===== src/rtl/regfile_ctrl_pkg.sv =====
// Shared constants and types for the integer register-file writeback controller.
package regfile_ctrl_pkg;

  localparam int XLEN   = 64;
  localparam int NREGS  = 32;
  localparam int REG_AW = $clog2(NREGS);

  typedef enum logic {
    ST_CLEAR = 1'b0,
    ST_RUN   = 1'b1
  } state_t;

  typedef struct packed {
    logic              valid;
    logic [REG_AW-1:0] rd;
    logic [XLEN-1:0]   data;
  } wb_req_t;

endpackage


===== src/rtl/rr_arb2.sv =====
// Two-requester round-robin arbiter; on a tie the requester not granted last wins.
module rr_arb2 (
  input  logic       clk_i,
  input  logic       rst_ni,
  input  logic [1:0] req_i,
  output logic [1:0] gnt_o
);

  // ptr_q = 1 means the last accepted grant went to req_i[1].
  logic ptr_q;
  logic ptr_d;

  always_comb begin
    gnt_o = 2'b00;
    unique case (req_i)
      2'b01:   gnt_o = 2'b01;
      2'b10:   gnt_o = 2'b10;
      2'b11:   gnt_o = ptr_q ? 2'b01 : 2'b10;
      default: gnt_o = 2'b00;
    endcase
  end

  always_comb begin
    ptr_d = ptr_q;
    if (|gnt_o) ptr_d = gnt_o[1];
  end

  always_ff @(posedge clk_i or negedge rst_ni) begin
    if (!rst_ni) ptr_q <= 1'b0;
    else         ptr_q <= ptr_d;
  end

endmodule


===== src/rtl/regfile_wb_ctrl.sv =====
// Writeback controller owning the register-file write port: clear sweep of x1..x31,
// then ALU/load arbitration. Define REGFILE_WB_CTRL_LOAD_PRIO_EN for fixed load priority.
module regfile_wb_ctrl
  import regfile_ctrl_pkg::*;
(
  input  logic              i_clk,
  input  logic              i_resetn,
  input  logic              i_alu_valid,
  output logic              o_alu_ready,
  input  logic [REG_AW-1:0] i_alu_rd,
  input  logic [XLEN-1:0]   i_alu_data,
  input  logic              i_ld_valid,
  output logic              o_ld_ready,
  input  logic [REG_AW-1:0] i_ld_rd,
  input  logic [XLEN-1:0]   i_ld_data,
  output logic              o_rf_we,
  output logic [REG_AW-1:0] o_rf_rd,
  output logic [XLEN-1:0]   o_rf_data,
  output logic              o_init_done
);

  state_t            state_q;
  logic [REG_AW-1:0] cnt_q;
  logic              we_q;
  logic [REG_AW-1:0] rd_q;
  logic [XLEN-1:0]   data_q;
  logic              init_q;

  wb_req_t alu_req;
  wb_req_t ld_req;
  wb_req_t sel_req;
  logic [1:0] req;
  logic [1:0] gnt;
  logic       accept;

  assign alu_req.valid = i_alu_valid;
  assign alu_req.rd    = i_alu_rd;
  assign alu_req.data  = i_alu_data;
  assign ld_req.valid  = i_ld_valid;
  assign ld_req.rd     = i_ld_rd;
  assign ld_req.data   = i_ld_data;

  // Bit 0 is the ALU, bit 1 the load unit; nothing is requested during the sweep.
  assign req = {ld_req.valid, alu_req.valid} & {2{state_q == ST_RUN}};

`ifdef REGFILE_WB_CTRL_LOAD_PRIO_EN
  assign gnt = req[1] ? 2'b10 : req;
`else
  rr_arb2 u_arb (
    .clk_i  (i_clk),
    .rst_ni (i_resetn),
    .req_i  (req),
    .gnt_o  (gnt)
  );
`endif

  assign accept      = |gnt;
  assign sel_req     = gnt[1] ? ld_req : alu_req;
  assign o_alu_ready = gnt[0];
  assign o_ld_ready  = gnt[1];

  // The counter wraps to zero after x31 is written; that idle cycle hands over to RUN.
  always_ff @(posedge i_clk or negedge i_resetn) begin
    if (!i_resetn) begin
      state_q <= ST_CLEAR;
      cnt_q   <= REG_AW'(1);
      we_q    <= 1'b0;
      rd_q    <= '0;
      data_q  <= '0;
      init_q  <= 1'b0;
    end else begin
      we_q <= 1'b0;
      unique case (state_q)
        ST_CLEAR: begin
          if (cnt_q == '0) begin
            state_q <= ST_RUN;
            init_q  <= 1'b1;
          end else begin
            we_q   <= 1'b1;
            rd_q   <= cnt_q;
            data_q <= '0;
            cnt_q  <= cnt_q + REG_AW'(1);
          end
        end
        ST_RUN: begin
          if (accept) begin
            we_q   <= (sel_req.rd != '0);
            rd_q   <= sel_req.rd;
            data_q <= sel_req.data;
          end
        end
        default: state_q <= ST_CLEAR;
      endcase
    end
  end

  assign o_rf_we     = we_q;
  assign o_rf_rd     = rd_q;
  assign o_rf_data   = data_q;
  assign o_init_done = init_q;

endmodule

===== config.mk =====
export PLATFORM = sky130hd
export DESIGN_NAME = regfile_wb_ctrl
export DESIGN_NICKNAME = d
export VERILOG_FILES = /design/src/rtl/regfile_ctrl_pkg.sv /design/src/rtl/rr_arb2.sv /design/src/rtl/regfile_wb_ctrl.sv
export SDC_FILE = /design/constraint.sdc
export NUM_CORES = 1
export LEC_CHECK = 0
export ABC_AREA = 1
export CAP_MARGIN = 40
export CORE_MARGIN = 2
export CORE_UTILIZATION = 39
export CTS_BUF_LIST = sky130_fd_sc_hd__clkbuf_4 sky130_fd_sc_hd__clkbuf_8 sky130_fd_sc_hd__clkbuf_16
export DETAILED_ROUTE_END_ITERATION = 10
export PLACE_DENSITY = 0.82
export SKIP_CTS_REPAIR_TIMING = 1
export SYNTH_ARGS = -nofsm -noshare
export SYNTH_HDL_FRONTEND = slang
export SYNTH_SLANG_ARGS = --single-unit

===== constraint.sdc =====
create_clock -name i_clk -period 2 [get_ports i_clk]
set_clock_uncertainty 0.15 [all_clocks]
set_input_delay 0.5 -clock i_clk [delete_from_list [all_inputs] [get_ports i_clk]]
set_output_delay 0.5 -clock i_clk [all_outputs]
set_load 0.01 [all_outputs]

==> run metrics, run 1 <==
Die ar.=around 11000 sq um; register area=1954 sq um; Synth Warn #=0; post-route ant nets=0; Final Hold Fails=3; drt initial violations=201; Max clock buf depth=2; Non-Filler Instances=roughly 860; GR Overflow Total=0; buffers added on ports=roughly 210; Mapped Area=3978 sq um; Final Util=between 60% and 70%; multi-input logic area=1717 sq um; synth top area cells=dfrtp_1 48%, nand2_1 20%, o21ai_1 14%, buf_6 4.5%, o21ai_0 2.5%; fmax=between 500 and 600 MHz; post-synthesis sequential area ratio=49.10%; Pwr Total=0.004194 W; Synth top area share=48.44%; routed wire length=11230 um; status=finished with violations; Total Routing Usage GR=between 20% and 30%; clk root buf=clkbuf_8; Switching Share=27.30%; largest stage delay on the critical path=570 ps; crit path DAT=1270 ps; via count=4084; sw power=0.001145 W; Initial Util=40.51%; Startpoint Class=flop; pwr dens=652.8 nW/um^2; area grow syn2layout=61.53%; GPL Wtd Cong=0.8305; Clock Sinks=78; worst-margin pin slew=425.4 ps; type of the worst setup path=flop to primary output; crit path time final=1919 ps; nets@finish=around 860; die width=105.0 um; Clock Power Share=27.5%; clk_lat worst skew=340 ps; Worst Path Required=around 1400 ps; htree depth=3; Synth Net Count=657; global-route wire length before repair=around 18000 um; max-slew violation count=0; final setup vio count=0; Top Family by Delay on Critical Path=buffers and inverters; Avg Inst Size Synth=7.754 sq um; critical path capture point type=primary output; hold crit path type=input pin to async pin; Buf+Inv Stages, Crit Path=1; Die Height=105.0 um; vias in the first global route=3971; Crit Path Max Fanout=2; Setup WS pre-CTS=-515.6 ps; clock-pin transition on the worst setup and hold timing paths=80 ps; sequential share of power=a little over two fifths; Cells after DPL=roughly 840; Antenna Cells=0; CP max stage cell=clkdlybuf4s50_1; Worst VDD drop=288.5 uV; maxcap violations=0; worst hold slack=-9.846 ps; Max-slew headroom=between 70 and 80%; share of cells above drive strength 1=6.768%; failing checks=negative hold slack; core area=9819 sq um; number of synthesized register bits=78; row count=36; Routed wire per std cell=13.10 um; Syn Inst Count=513; Tcrit/Tclk final=95.96%; CTS tree=yes; DRC=0; total CTS buffers=9; fill count=831; Cell Chain, Critical Path=clkdlybuf4s50_1; initial antenna violation count=0; post-route setup slack=80.74 ps; Post-DP HPWL=8569 um; static leakage=2.924 nW; DR vias/cell=4.765; post-synth cell types=22; Pre-antenna DRT Iters=4; largest net degree at the start of global routing=79; combinational power share=28.6%; IO Count=215; cell taking the most area after synthesis=dfrtp_1; internal cell power=0.003049 W
## power groups by stage
stage / sequential [W] / clock [W] / combinational [W]
final: 0.00184 / 0.00116 / 0.00120
after global routing: 0.00186 / 0.00125 / 0.00131
after CTS: 0.00184 / 0.00119 / 0.00122
after detailed placement: 0.00187 / 0 / 0.00121
after global placement: 0.00186 / 0 / 0.00119
after floorplan: 0.00195 / 0 / 0.000382
## synthesized netlist by cell type, drive strengths merged
cell and instances:
a21oi 4, a31oi 3, buf 24, clkbuf 12
dfrtp 77, dfstp 1, ha 2, inv 13
nand2 221, nand3 7, nor2 12, o21ai 133
o21bai 1, xor2 3
## through the flow
stage | area [sq um] | TNS [ps]
finish | 6425 | 0
global route | 6425 | -67.84
CTS | 6411 | -1575
detailed placement | 6222 | -10260
global placement | 6222 | -8101
floorplan | 3978 | 0
## layout by cell type (no fill, tap or decap), drive strengths merged
cell type	n
dlymetal6s2s	2
o21ai	133
ha	2
bufinv	1
nor2	12
inv	13
o21bai	1
xor2	3
clkinv	4
dfrtp	77
a21oi	4
nand3	7
clkdlybuf4s50	209
clkbuf	11
a31oi	3
dfstp	1
buf	20
nand2	221
## sequential cells by signal, indices dropped and copies added (netlist names)
signal and count:
o_rf_data 64, cnt_q 5, o_rf_rd 5, o_init_done 1, o_rf_we 1, state_q 1
u_arb.ptr_q 1
## layer usage
layer	global-route usage (%)	part of all wire, %
met5	0	0
met4	7.905	1.8
met3	5.427	6.9
met2	36.97	51
met1	23.00	40
## final timing paths
kind	slack (ps)	cells past startpoint	to	start
worst max-delay path	80	1	o_rf_data[4]	o_rf_data[4]$_DFFE_PN0P_
worst min-delay path	-10	2	o_rf_data[21]$_DFFE_PN0P_	i_resetn
worst max register to register	150	11	o_rf_data[49]$_DFFE_PN0P_	cnt_q[0]$_DFFE_PN1P_
worst min register to register	330	1	o_init_done$_DFFE_PN0P_	o_init_done$_DFFE_PN0P_
max in group asynchronous	1330	2	cnt_q[0]$_DFFE_PN1P_	i_resetn
min in group i_clk	330	1	o_init_done$_DFFE_PN0P_	o_init_done$_DFFE_PN0P_
## cells by family (layout without fill, tap and decap cells)
kind of cell | Yosys count | count (layout) | synth area share (%)
adder cells (fa/ha/maj) | 2 | 2 | 0.6290
buffers and inverters | 49 | 260 | 8.021
AND/OR/NAND/NOR | 240 | 240 | 23.69
XOR/XNOR | 3 | 3 | 0.6607
flip-flops | 78 | 78 | 49.10
AO/OA/AOI/OAI | 141 | 141 | 17.90
## area by class of cell
cell class	instances	area share (%)
Clock buffer	11	2.162
Inverter	13	0.8374
Sequential cell	78	30.42
Clock inverter	5	0.7790
Timing Repair Buffer	231	36.49
Multi-Input combinational cell	386	26.72
Tap cell	133	2.590
No activity file was read; power rests on OpenSTA's default activity.
==> run 2, diff against run 1 <==
--- a/config.mk
+++ b/config.mk
@@ -5,13 +5,12 @@
 export SDC_FILE = /design/constraint.sdc
 export NUM_CORES = 1
 export LEC_CHECK = 0
-export ABC_AREA = 1
 export CAP_MARGIN = 40
 export CORE_MARGIN = 2
-export CORE_UTILIZATION = 39
-export CTS_BUF_LIST = sky130_fd_sc_hd__clkbuf_4 sky130_fd_sc_hd__clkbuf_8 sky130_fd_sc_hd__clkbuf_16
+export CORE_UTILIZATION = 43
+export CTS_BUF_LIST = sky130_fd_sc_hd__clkbuf_2 sky130_fd_sc_hd__clkbuf_4 sky130_fd_sc_hd__clkbuf_8
 export DETAILED_ROUTE_END_ITERATION = 10
-export PLACE_DENSITY = 0.82
+export PLACE_DENSITY = 0.91
 export SKIP_CTS_REPAIR_TIMING = 1
 export SYNTH_ARGS = -nofsm -noshare
 export SYNTH_HDL_FRONTEND = slang
==> constraint.sdc (replaced) <==
create_clock -name i_clk -period 2.3 [get_ports i_clk]
set_clock_uncertainty 0.15 [all_clocks]
set_input_delay 0.575 -clock i_clk [delete_from_list [all_inputs] [get_ports i_clk]]
set_output_delay 0.575 -clock i_clk [all_outputs]
set_load 0.01 [all_outputs]
==> run metrics, run 2 <==
multi-input logic area=1649 sq um (was 1717 sq um); Worst Path Required=1570 ps (was 1350 ps); Die Height=98.04 um (was 105.0 um); row count=34 (was 36); IO Count=215 (unchanged); Tcrit/Tclk final=104.9%; pwr dens=579.2 nW/um^2 (was 652.8 nW/um^2); FF-to-FF setup slack=170 ps (was 150 ps); synth top area cells=dfrtp_1 51%, and3_1 11%, a21oi_1 8.8%, o21ai_0 8.2%, nand2_1 7.6% (was dfrtp_1 48%, nand2_1 20%, o21ai_1 14%, buf_6 4.5%, o21ai_0 2.5%); Buf+Inv Stages, Crit Path=2 (was 1); number of synthesized register bits=78 (unchanged); Total Routing Usage GR=24.57% (was 20.51%); Die ar.=9611 sq um (was 11020 sq um); clk_lat worst skew=330 ps (was 340 ps); worst reg2reg path endpoint=o_rf_data[52]$_DFFE_PN0P_ (was o_rf_data[49]$_DFFE_PN0P_); Antenna Cells=0 (unchanged); register area=1954 sq um (unchanged); GPL Wtd Cong=0.8156 (was 0.8305); clk root buf=clkbuf_8 (unchanged); Startpoint Class=input pin (was flop); Synth top area share=50.67% (was 48.44%); Routed wire per std cell=16.71 um (was 13.10 um); CTS tree=yes (unchanged); Largest register FFs=64 (unchanged); Pre-antenna DRT Iters=4 (unchanged); Switching Share=26.79% (was 27.30%); most frequent cells in the layout=211 x clkdlybuf4s50_1, 77 x nand2_1, 76 x dfrtp_1, 67 x a21oi_1, 64 x and3_1 (was 217 x nand2_1, 209 x clkdlybuf4s50_1, 113 x o21ai_1, 76 x dfrtp_1, 20 x o21ai_0); worst-margin pin slew=506.8 ps (was 425.4 ps); Max-slew headroom=66.21% (was 71.64%); Clock Sinks=78 (unchanged); Primary FF master, synth=dfrtp_1 (unchanged); combinational power share=29.3% (was 28.6%); post-synthesis sequential area ratio=51.37% (was 49.10%); cell taking the most area after synthesis=dfrtp_1 (unchanged); CP max stage cell=clkdlybuf4s50_1 (unchanged); EDFF count, synth=0 (unchanged); crit path capture=o_ld_ready (was o_rf_data[4]); Commonest cells post-synth=77 x dfrtp_1, 77 x nand2_1, 67 x a21oi_1 (was 217 x nand2_1, 113 x o21ai_1, 77 x dfrtp_1); crit path time final=approximately 2400 ps; post-route ant nets=0 (unchanged); fill count=646 (was 831); internal cell power=0.002699 W (was 0.003049 W); initial antenna violation count=0 (unchanged); Mapped Area=3802 sq um (was 3978 sq um); Synth Warn #=0 (unchanged); post-route setup slack=-112.1 ps (was 80.74 ps); max-slew violation count=0 (unchanged); Avg Inst Size Synth=8.802 sq um (was 7.754 sq um); GR Overflow Total=0 (unchanged); Non-Filler Instances=750 (was 857); largest net degree at the start of global routing=76 (was 79); final setup vio count=1 (was 0); DR vias/cell=5.356 (was 4.765); Cells after DPL=729 (was 841); Levels on crit path=4 (was 1); Initial Util=44.03% (was 40.51%); r2r worst-path depth=8 (was 11); nets@finish=782 (was 863); largest stage delay on the critical path=540 ps (was 570 ps); Max clock buf depth=2 (unchanged); sw power=0.0009880 W (was 0.001145 W); sequential share of power=43.4% (was 43.8%); fmax=414.6 MHz; global-route wire length before repair=19190 um (was 18390 um); crit path DAT=1690 ps (was 1270 ps); Crit Path Max Fanout=5 (was 2); area grow syn2layout=67.42% (was 61.53%); Clock Power Share=27.3% (was 27.5%); vias in the first global route=3903 (was 3971); DRC=0 (unchanged); share of cells above drive strength 1=7.009% (was 6.768%); Post-DP HPWL=8977 um (was 8569 um); status=finished with violations (unchanged); failing checks=negative setup slack (was negative hold slack); Top Family by Delay on Critical Path=buffers and inverters (unchanged); total CTS buffers=9 (unchanged); CP startpoint=i_ld_valid (was o_rf_data[4]$_DFFE_PN0P_); hold crit path type=input pin to async pin (unchanged); RSZ-0062 raised after global routing=true; post-synth cell types=32 (was 22); setup_tns=-112.1 ps (was 0 ps); Async SR Flop Fraction=100.0% (unchanged); Cell Chain, Critical Path=clkdlybuf4s50_1, a21boi_2, and2_2, dlymetal6s2s_1 (was clkdlybuf4s50_1); Final Hold Fails=0 (was 3); critical path capture point type=primary output (unchanged); maxcap violations=0 (unchanged); via count=4017 (was 4084); Syn Inst Count=432 (was 513); htree depth=3 (unchanged); Synth Net Count=576 (was 657); drt initial violations=184 (was 201); clock-pin transition on the worst setup and hold timing paths=80 ps (about the same); Final Util=73.72% (was 65.43%); die width=98.04 um (was 105.0 um); Worst VDD drop=383.2 uV (was 288.5 uV); type of the worst setup path=input pin to primary output (was flop to primary output); routed wire length=12530 um (was 11230 um); most common cell after layout, fill and taps aside=clkdlybuf4s50_1 (was nand2_1); static leakage=2.769 nW (was 2.924 nW); Worst R2R Start=cnt_q[1]$_DFFE_PN0P_ (was cnt_q[0]$_DFFE_PN1P_); buffers added on ports=214 (unchanged); core area=8636 sq um (was 9819 sq um)
-- run 2: cell types whose count changed in the layout (fill, tap and decap cells not counted), sizes merged, moves of 8 or more --
cell,change
nand2,-144
and3,+64
a21oi,+63
o21ai,-63
nor2,-9
inv,-8
-- run 2: kinds of logic (layout without fill, tap and decap cells) --
family                   count (synthesis)  in the layout  share of synthesized area (%)
AO/OA/AOI/OAI                          152            152                          21.36
XOR/XNOR                                 3              3                         0.6911
adder cells (fa/ha/maj)                  2              2                         0.6580
buffers and inverters                   42            252                          5.396
flip-flops                              78             78                          51.37
multiplexers                             1              1                         0.2961
AND/OR/NAND/NOR                        154            154                          20.24
-- run 2: cell type report --
class	instances	area share, %
multi-input combinational	312	25.90
clock buffer	11	2.280
clock inverter	4	0.7469
inverter	5	0.2948
timing repair buffer	232	37.95
sequential	78	30.70
tap	108	2.123
-- run 2: how the worst min path moves through the flow --
stage                     cells past startpoint  slack [ps]                     start                        end
after floorplan                               0         130                  i_resetn       cnt_q[1]$_DFFE_PN0P_
after global placement                        2         310   o_init_done$_DFFE_PN0P_    o_init_done$_DFFE_PN0P_
after detailed placement                      2         320  o_rf_data[5]$_DFFE_PN0P_   o_rf_data[5]$_DFFE_PN0P_
after CTS                                     1          50                  i_resetn  o_rf_data[33]$_DFFE_PN0P_
after global routing                          1          70                  i_resetn  o_rf_data[33]$_DFFE_PN0P_
final                                         1          60                  i_resetn  o_rf_data[33]$_DFFE_PN0P_
-- run 2: routing by layer --
metal	routed length, um	share of wire, %	up-vias	GRT usage, %
li1	-	-	1916	-
met1	4923	39	1926	29.51
met2	6556	52	157	43.62
met3	845	6.7	18	6.013
met4	208	1.7	0	7.372
met5	0	0	-	0
-- run 2: power by group through the flow --
stage	logic (W)	clock network, W	registers, W
global route	0.00116	0.00110	0.00162
CTS	0.00106	0.00104	0.00160
finish	0.00108	0.00101	0.00160
detailed placement	0.00106	0	0.00163
global placement	0.00103	0	0.00162
floorplan	0.000299	0	0.00170
-- run 2: metrics by stage --
step / hold slack (ps) / total power (W) / cell area (sq um) / setup slack, ps
finish: 58.13 / 0.003687 / 6366 / -112.1
global placement: 305.9 / 0.002645 / 6046 / -497.4
global route: 70.81 / 0.003888 / 6366 / -195.0
CTS: 54.98 / 0.003696 / 6238 / -528.4
detailed placement: 319.2 / 0.002684 / 6046 / -524.7
floorplan: 129.4 / 0.001997 / 3802 / 246.9
